$ cat config.mk
export PLATFORM = sky130hd
export DESIGN_NAME = inst_fetch_queue_flat
export DESIGN_NICKNAME = d
export VERILOG_FILES = /design/src/rtl/inst_fetch_queue_pkg.sv /design/src/rtl/inst_fetch_queue_if.sv /design/src/rtl/inst_fetch_queue_fifo.sv /design/src/rtl/inst_fetch_queue.sv /design/src/flat_wrapper.sv
export SDC_FILE = /design/constraint.sdc
export NUM_CORES = 1
export LEC_CHECK = 0
export BUFFER_PORTS_ARGS = -buffer_cell sky130_fd_sc_hd__buf_2
export CORE_ASPECT_RATIO = 0.8
export CORE_UTILIZATION = 39
export DETAILED_ROUTE_END_ITERATION = 16
export PLACE_DENSITY = 0.66
export SYNTH_ARGS = -nofsm -noshare
export SYNTH_HDL_FRONTEND = slang
export SYNTH_SLANG_ARGS = --single-unit
$ cat constraint.sdc
create_clock -name clk -period 2.5 [get_ports clk]
set_input_delay 0.5 -clock clk [delete_from_list [all_inputs] [get_ports clk]]
set_output_delay 0.5 -clock clk [all_outputs]
set_load 0.005 [all_outputs]
$ cat src/rtl/inst_fetch_queue_pkg.sv
// Shared constants and types for the instruction fetch queue.
// Holds the NOP pattern and the fetch FSM state encoding.
package inst_fetch_queue_pkg;

  localparam logic [31:0] NOP_INST = 32'h0000_0013;

  typedef enum logic [1:0] {
    ST_RUN   = 2'd0,
    ST_DRAIN = 2'd1,
    ST_HALT  = 2'd2
  } state_e;

endpackage

$ cat src/rtl/inst_fetch_queue_if.sv
// Bus bundle between the fetch queue, instruction memory, decoder and control unit.
// master = fetch queue side, slave = environment side.
interface inst_fetch_queue_if #(
  parameter int XLEN = 32
);
  logic            imem_req;
  logic [XLEN-1:0] imem_addr;
  logic            imem_ack;
  logic [31:0]     imem_rdata;
  logic            inst_valid;
  logic [31:0]     inst;
  logic [XLEN-1:0] inst_pc;
  logic            inst_ready;
  logic            redirect_valid;
  logic [XLEN-1:0] redirect_pc;
  logic            halt;
  logic            halted;

  modport master (
    output imem_req, imem_addr, inst_valid, inst, inst_pc, halted,
    input  imem_ack, imem_rdata, inst_ready, redirect_valid, redirect_pc, halt
  );

  modport slave (
    input  imem_req, imem_addr, inst_valid, inst, inst_pc, halted,
    output imem_ack, imem_rdata, inst_ready, redirect_valid, redirect_pc, halt
  );
endinterface

$ cat src/rtl/inst_fetch_queue_fifo.sv
// Synchronous FIFO of {pc, inst} entries with flush; flush beats push and pop.
// Pointers wrap naturally; count is one bit wider than the pointers.
module inst_fetch_queue_fifo #(
  parameter int W     = 64,
  parameter int DEPTH = 4
) (
  input  logic                     clk,
  input  logic                     rst_n,
  input  logic                     i_flush,
  input  logic                     i_push,
  input  logic [W-1:0]             i_wdata,
  input  logic                     i_pop,
  output logic [W-1:0]             o_rdata,
  output logic [$clog2(DEPTH):0]   o_count,
  output logic                     o_empty,
  output logic                     o_full
);
  localparam int PW = $clog2(DEPTH);
  localparam int CW = PW + 1;

  logic [W-1:0]  r_mem [DEPTH];
  logic [PW-1:0] r_wr_ptr;
  logic [PW-1:0] r_rd_ptr;
  logic [CW-1:0] r_count;
  logic          w_push;
  logic          w_pop;

  assign o_empty = (r_count == CW'(0));
  assign o_full  = (r_count == CW'(DEPTH));
  assign w_push  = i_push && !o_full && !i_flush;
  assign w_pop   = i_pop && !o_empty && !i_flush;
  assign o_rdata = r_mem[r_rd_ptr];
  assign o_count = r_count;

  // pointer and occupancy tracking
  always_ff @(posedge clk or negedge rst_n) begin
    if (!rst_n) begin
      r_wr_ptr <= '0;
      r_rd_ptr <= '0;
      r_count  <= '0;
    end else if (i_flush) begin
      r_wr_ptr <= '0;
      r_rd_ptr <= '0;
      r_count  <= '0;
    end else begin
      if (w_push) begin
        r_wr_ptr <= r_wr_ptr + PW'(1);
      end
      if (w_pop) begin
        r_rd_ptr <= r_rd_ptr + PW'(1);
      end
      r_count <= r_count + CW'(w_push) - CW'(w_pop);
    end
  end

  // entry storage
  always_ff @(posedge clk or negedge rst_n) begin
    if (!rst_n) begin
      for (int i = 0; i < DEPTH; i++) begin
        r_mem[i] <= '0;
      end
    end else if (w_push) begin
      r_mem[r_wr_ptr] <= i_wdata;
    end
  end
endmodule

$ cat src/rtl/inst_fetch_queue.sv
// Instruction fetch front end: one-outstanding memory fetcher feeding a small queue.
// Handles redirect (flush/refetch, draining a stale in-flight request) and sticky halt.
module inst_fetch_queue
  import inst_fetch_queue_pkg::*;
#(
  parameter int              XLEN     = 32,
  parameter int              DEPTH    = 4,
  parameter logic [XLEN-1:0] RESET_PC = '0
) (
  input  logic               clk,
  input  logic               rst_n,
  inst_fetch_queue_if.master bus
);
  localparam int              CW      = $clog2(DEPTH) + 1;
  localparam int              W       = XLEN + 32;
  localparam logic [CW-1:0]   DEPTH_C = CW'(DEPTH);

  state_e          r_state;
  logic [XLEN-1:0] r_fetch_pc;
  logic [XLEN-1:0] r_saved_pc;
  logic            r_req;

  logic            w_ack;
  logic            w_halt_now;
  logic            w_redir;
  logic            w_flush;
  logic            w_push;
  logic            w_pop;
  logic            w_empty;
  logic            w_full;
  logic [CW-1:0]   w_count;
  logic [CW-1:0]   w_count_nxt;
  logic [W-1:0]    w_head;
  logic [XLEN-1:0] w_redirect_pc;

  // ack is only meaningful for an outstanding request; halt outranks redirect
  assign w_ack         = bus.imem_ack && r_req;
  assign w_redirect_pc = bus.redirect_pc & ~XLEN'(3);
  assign w_halt_now    = bus.halt && (r_state != ST_HALT);
  assign w_redir       = bus.redirect_valid && !bus.halt && (r_state != ST_HALT);
  assign w_flush       = w_halt_now || w_redir;
  assign w_push        = (r_state == ST_RUN) && w_ack && !w_flush && !w_full;
  assign w_pop         = !w_empty && bus.inst_ready;
  assign w_count_nxt   = w_flush ? '0 : (w_count + CW'(w_push) - CW'(w_pop));

  inst_fetch_queue_fifo #(
    .W     (W),
    .DEPTH (DEPTH)
  ) u_fifo (
    .clk     (clk),
    .rst_n   (rst_n),
    .i_flush (w_flush),
    .i_push  (w_push),
    .i_wdata ({r_fetch_pc, bus.imem_rdata}),
    .i_pop   (w_pop),
    .o_rdata (w_head),
    .o_count (w_count),
    .o_empty (w_empty),
    .o_full  (w_full)
  );

  // fetch FSM: request, fetch address and redirect target tracking
  always_ff @(posedge clk or negedge rst_n) begin
    if (!rst_n) begin
      r_state    <= ST_RUN;
      r_fetch_pc <= RESET_PC;
      r_saved_pc <= RESET_PC;
      r_req      <= 1'b0;
    end else begin
      case (r_state)
        ST_RUN: begin
          if (w_halt_now) begin
            r_state <= ST_HALT;
            r_req   <= r_req && !w_ack;
          end else if (w_redir) begin
            if (r_req && !w_ack) begin
              r_state    <= ST_DRAIN;
              r_saved_pc <= w_redirect_pc;
            end else begin
              r_fetch_pc <= w_redirect_pc;
            end
            r_req <= 1'b1;
          end else begin
            if (w_ack) begin
              r_fetch_pc <= r_fetch_pc + XLEN'(4);
            end
            r_req <= (r_req && !w_ack) || (w_count_nxt < DEPTH_C);
          end
        end
        ST_DRAIN: begin
          if (w_halt_now) begin
            r_state <= ST_HALT;
            r_req   <= r_req && !w_ack;
          end else if (w_ack) begin
            r_state    <= ST_RUN;
            r_fetch_pc <= w_redir ? w_redirect_pc : r_saved_pc;
            r_req      <= 1'b1;
          end else if (w_redir) begin
            r_saved_pc <= w_redirect_pc;
          end
        end
        ST_HALT: begin
          r_req <= r_req && !w_ack;
        end
        default: begin
          r_state <= ST_HALT;
          r_req   <= 1'b0;
        end
      endcase
    end
  end

  assign bus.imem_req   = r_req;
  assign bus.imem_addr  = r_fetch_pc;
  assign bus.inst_valid = !w_empty;
  assign bus.inst       = w_empty ? NOP_INST : w_head[31:0];
  assign bus.inst_pc    = w_empty ? '0 : w_head[W-1:32];
  assign bus.halted     = (r_state == ST_HALT);
endmodule

$ cat src/flat_wrapper.sv
// flat-port wrapper written by rule: the top's interface ports become plain ports
module inst_fetch_queue_flat import inst_fetch_queue_pkg::*;
#(
  parameter int              XLEN     = 32,
  parameter int              DEPTH    = 4,
  parameter logic [XLEN-1:0] RESET_PC = '0
)
  (clk, rst_n, bus_imem_req, bus_imem_addr, bus_inst_valid, bus_inst, bus_inst_pc, bus_halted, bus_imem_ack, bus_imem_rdata, bus_inst_ready, bus_redirect_valid, bus_redirect_pc, bus_halt);
  inst_fetch_queue_if #(.XLEN(XLEN)) bus_i ();
  input  logic clk;
  input  logic rst_n;
  output wire logic [$bits(bus_i.imem_req)-1:0] bus_imem_req;
  output wire logic [$bits(bus_i.imem_addr)-1:0] bus_imem_addr;
  output wire logic [$bits(bus_i.inst_valid)-1:0] bus_inst_valid;
  output wire logic [$bits(bus_i.inst)-1:0] bus_inst;
  output wire logic [$bits(bus_i.inst_pc)-1:0] bus_inst_pc;
  output wire logic [$bits(bus_i.halted)-1:0] bus_halted;
  input wire logic [$bits(bus_i.imem_ack)-1:0] bus_imem_ack;
  input wire logic [$bits(bus_i.imem_rdata)-1:0] bus_imem_rdata;
  input wire logic [$bits(bus_i.inst_ready)-1:0] bus_inst_ready;
  input wire logic [$bits(bus_i.redirect_valid)-1:0] bus_redirect_valid;
  input wire logic [$bits(bus_i.redirect_pc)-1:0] bus_redirect_pc;
  input wire logic [$bits(bus_i.halt)-1:0] bus_halt;
  assign bus_imem_req = bus_i.imem_req;
  assign bus_imem_addr = bus_i.imem_addr;
  assign bus_inst_valid = bus_i.inst_valid;
  assign bus_inst = bus_i.inst;
  assign bus_inst_pc = bus_i.inst_pc;
  assign bus_halted = bus_i.halted;
  assign bus_i.imem_ack = bus_imem_ack;
  assign bus_i.imem_rdata = bus_imem_rdata;
  assign bus_i.inst_ready = bus_inst_ready;
  assign bus_i.redirect_valid = bus_redirect_valid;
  assign bus_i.redirect_pc = bus_redirect_pc;
  assign bus_i.halt = bus_halt;
  inst_fetch_queue #(.XLEN(XLEN), .DEPTH(DEPTH), .RESET_PC(RESET_PC)) u_core (.clk(clk), .rst_n(rst_n), .bus(bus_i));
endmodule
==> metrics.csv <==
stage;metric;value;unit
drt;final WL;43800;um
synth;synthesis warning total;0;
worst_setup_path;Cell Chain, Critical Path;buf_8, buf_16, mux4_2, and2_4, buf_6;
clocking;Max clock buf depth;3;
cells_and_area;FILL cells;3658;
worst_hold_path;launch point of the worst hold path;bus_redirect_pc[16];
synth;average instance area after synthesis;14.8;um^2
sta;maximum achievable frequency;377;MHz
place;GP Congestion;0.816;
global_route;pin count of the biggest net entering global routing;69;
worst_setup_path;arrival time at the worst endpoint;2.15;ns
floorplanning;row count;68;
worst_hold_path;Hold/Removal Path Class;primary input to flop;
cells_and_area;count of placed standard cells in the final layout, fillers left out;1956;
sta;worst setup margin;-0.154;ns
sta;Slew Viols, Final;0;
sta;clock period minus final worst setup slack;2.65;ns
global_route;met2 demand-to-capacity share in global routing;29.5;%
clocking;clock buffers created by TritonCTS;37;
floorplanning;Die Wd;236;um
sta;share of the cycle needed by the critical path after routing;106;%
floorplanning;Die Outline Area;44500;um^2
worst_setup_path;CP Launch Type;flop;
place;number of port buffers;166;
cells_and_area;net count reported at finish;1450;
place;Final HPWL DP;27800;um
floorplanning;I/O pin count;169;
synth;number of synthesized flops with an enable pin;0;
place;placed cell count;1872;
sta;Setup TNS Final;-6.93;ns
synth;Gate Count Post-Synth;1148;
global_route;initial antenna violation count;1;
worst_hold_path;hold path depth;3;
worst_setup_path;critical path peak fanout;8;
worst_setup_path;CP max stage delay;0.51;ns
global_route;wire length of the first global-routing pass;68400;um
worst_setup_path;Max stage delay cell, worst path;mux4_2;
worst_hold_path;end point of the worst hold path;u_core.bus.imem_addr[16];
sta;clock skew after layout;0.0322;ns
sta;Slew Limit Headroom;57.5;%
drt;number of vias after detailed routing;10700;
power;net switching power;3.92;mW
power;leakage power;10.5;nW
worst_setup_path;register-to-register setup slack;0.19;ns
global_route;GR peak layer;met2;
cells_and_area;ratio of cells with drive above 1 in the final layout;53.4;%
clocking;clock slew seen by the registers of the worst setup and hold paths;0.07;ns
power;highest ir drop seen on vdd;0.383;mV
clocking;TritonCTS clock tree;built;
clocking;Clock H-tree levels;2;
clocking;CTS root buffer;clkbuf_16;
floorplanning;Die Height;189;um
power;sequential share of power;39.5;%
clocking;worst skew pair latency;0.56;ns
cells_and_area;count of inserted antenna diode cells;0;
status;outcome;finished with violations;
global_route;aggregate global routing overflow;0;
cells_and_area;signed area change from the synthesized netlist to the final layout;21.9;%
worst_setup_path;worst r2r dst;u_core.u_fifo.o_count[2];
worst_setup_path;worst reg-to-reg path cell count;11;
floorplanning;starting density of the core;39.5;%
sta;total setup violations reported at the end of the flow;63;
floorplanning;area of the placeable core;43100;um^2
drt;mean number of vias per cell;5.47;
cells_and_area;utilization after layout;48.1;%
worst_setup_path;Critical Path End Type;output pin;
run;Max Cap Violations;0;
power;switching share of total power;27.5;%
synth;FF+latch count, synth;330;
synth;prevailing post-synth register cell;dfrtp_1;
synth;Netlist cell types;66;
worst_setup_path;startpoint of the worst register-to-register path;u_core.u_fifo.o_count[0];
worst_setup_path;Crit path required time;2.00;ns
sta;worst slack on hold paths;0.187;ns
synth;total standard cell area after synthesis;17000;um^2
power;share of power burned in the clock network;39.9;%
drt;per-cell routed wire length;22.4;um
global_route;met3 capacity usage during global routing;4.51;%
drt;Iteration-0 DRC Markers;772;
sta;Tightest Pin Transition;0.638;ns
synth;Seq/Total Area, Yosys;48.5;%
drt;DRC violation count after routing;0;
power;logic gate share of total power;20.6;%
clocking;TritonCTS Sinks;330;
worst_setup_path;Worst Path Class, Setup;flop to output pin;
status;failing checks;negative setup slack;
drt;number of antenna-violating nets in the routed design;0;
global_route;GR met1 Demand/Resource;29.3;%
synth;Async S/R FF share, synth;100;%
place;pre-CTS setup slack;0.123;ns
power;PwrDens;687;nW/um^2
power;P_int;10.3;mW
global_route;all-layer global routing usage;19.8;%
global_route;via count of the first global-routing pass;11169;
synth;syn_nets;1228;
sta;RSZ-0062 raised after global routing;true;
drt;first-pass iteration count of the detailed router;7;
sta;final hold vios;0;
critical path: cells and delay by family, from the launching register on:
kind                   cells  cell delay, ns
AND/OR/NAND/NOR            1            0.18
flip-flops                 1            0.47
multiplexers               1            0.51
buffers and inverters      3            0.43
power by group through the flow:
stage	registers, mW	logic (mW)	clock network (mW)
2_1_floorplan	5.65	1.34	0
3_3_place_gp	5.74	2.14	0
3_5_place_dp	5.75	2.17	0
4_1_cts	5.62	2.96	5.82
5_1_grt	5.64	3.17	6.03
6_report	5.63	2.94	5.69
kinds of logic after synthesis:
logic type                 share of synthesized area, %
buffers and inverters                              4.73
muxes                                              33.1
and+or+nand+nor                                    7.84
adders and majority gates                         0.779
xor gates and xnor gates                          0.772
AOI/OAI and AO/OA                                  4.31
DFF                                                48.5
synth_stat cells (12+ instances only):
cell / number / share of area, %
buf_12: 25 / 2.9
mux4_2: 64 / 8.5
o21ai_0: 38 / 1.1
and3_1: 15 / 0.55
a21oi_1: 15 / 0.44
mux2_2: 46 / 3.0
nand2_1: 27 / 0.60
mux2_4: 240 / 21
and2_1: 65 / 2.4
nor2_1: 30 / 0.66
nand3_1: 22 / 0.65
buf_2: 12 / 0.35
dfrtp_1: 330 / 48
inv_1: 12 / 0.26
clkbuf_1: 40 / 0.88
nor3_1: 12 / 0.35
stage by stage:
step                power [mW]  instance area (um^2)
global route              14.8                 20800
floorplan                 6.98                 17000
global placement          7.89                 18800
finish                    14.3                 20800
detailed placement        7.92                 18800
CTS                       14.4                 20500
registers in the layout, indices dropped and copies added, names as in the netlist:
register / flops
u_core.r_state: 2
u_core.bus.imem_req: 1
u_core.u_fifo.r_mem: 256
u_core.bus.imem_addr: 32
u_core.u_fifo.r_rd_ptr: 2
u_core.u_fifo.o_count: 3
u_core.u_fifo.r_wr_ptr: 2
u_core.r_saved_pc: 32
layout make-up:
type | count | area [um^2] | area share, %
tap | 560 | 701 | 3.37
clock buffer | 52 | 1070 | 5.17
inverter | 13 | 48.8 | 0.235
sequential | 330 | 8270 | 39.8
clock inverter | 13 | 181 | 0.874
timing repair buffer | 270 | 2380 | 11.5
multi-input combinational | 718 | 8110 | 39.1
how the worst max path moves through the flow:
stage | startpoint | endpoint | slack (ns) | cells past startpoint
final | u_core.u_fifo.r_rd_ptr[0] | bus_inst_pc[2] | -0.15 | 5
after global routing | u_core.u_fifo.r_rd_ptr[0] | bus_inst[1] | -0.22 | 4
after CTS | u_core.u_fifo.r_rd_ptr[0] | bus_inst[19] | -0.24 | 6
after detailed placement | u_core.u_fifo.o_count[0] | u_core.u_fifo.o_count[2] | 0.12 | 11
after global placement | u_core.u_fifo.o_count[0] | u_core.u_fifo.o_count[2] | 0.08 | 11
after floorplan | u_core.u_fifo.o_count[1] | u_core.u_fifo.o_count[2] | -0.01 | 12
metal layers:
layer / part of all wire (%) / routed length [um]
met3: 6.4 / 2790
met2: 45 / 19800
met5: 0.018 / 8
met4: 1.7 / 745
met1: 47 / 20400
placed cells by master, fill, tap and decap left out, types with 8 or more instances in the layout:
cell and instances:
a21oi_1 15, nor3_1 11, dfrtp_1 328, and3_1 15, nor2_1 26, mux2_2 46, buf_6 48, and2_1 20
inv_1 11, nand2_1 27, clkbuf_16 39, buf_4 68, clkbuf_8 8, buf_2 117, nand3_1 22, and2_4 46
mux2_4 240, ha_1 9, o21ai_0 38, xnor2_1 9, mux4_2 64, buf_12 25, nand4_1 11
what timing repair did:
item | 4_1_cts | 5_1_grt
setup buffers | 14 | 1
hold buffers | 1 | 0
cloned | 4 | 1
endpoints found under the setup margin | 65 | 66
endpoints found under the hold margin | 58 | 0
resized for setup | 43 | 75
(Power assumes the default switching activity.)
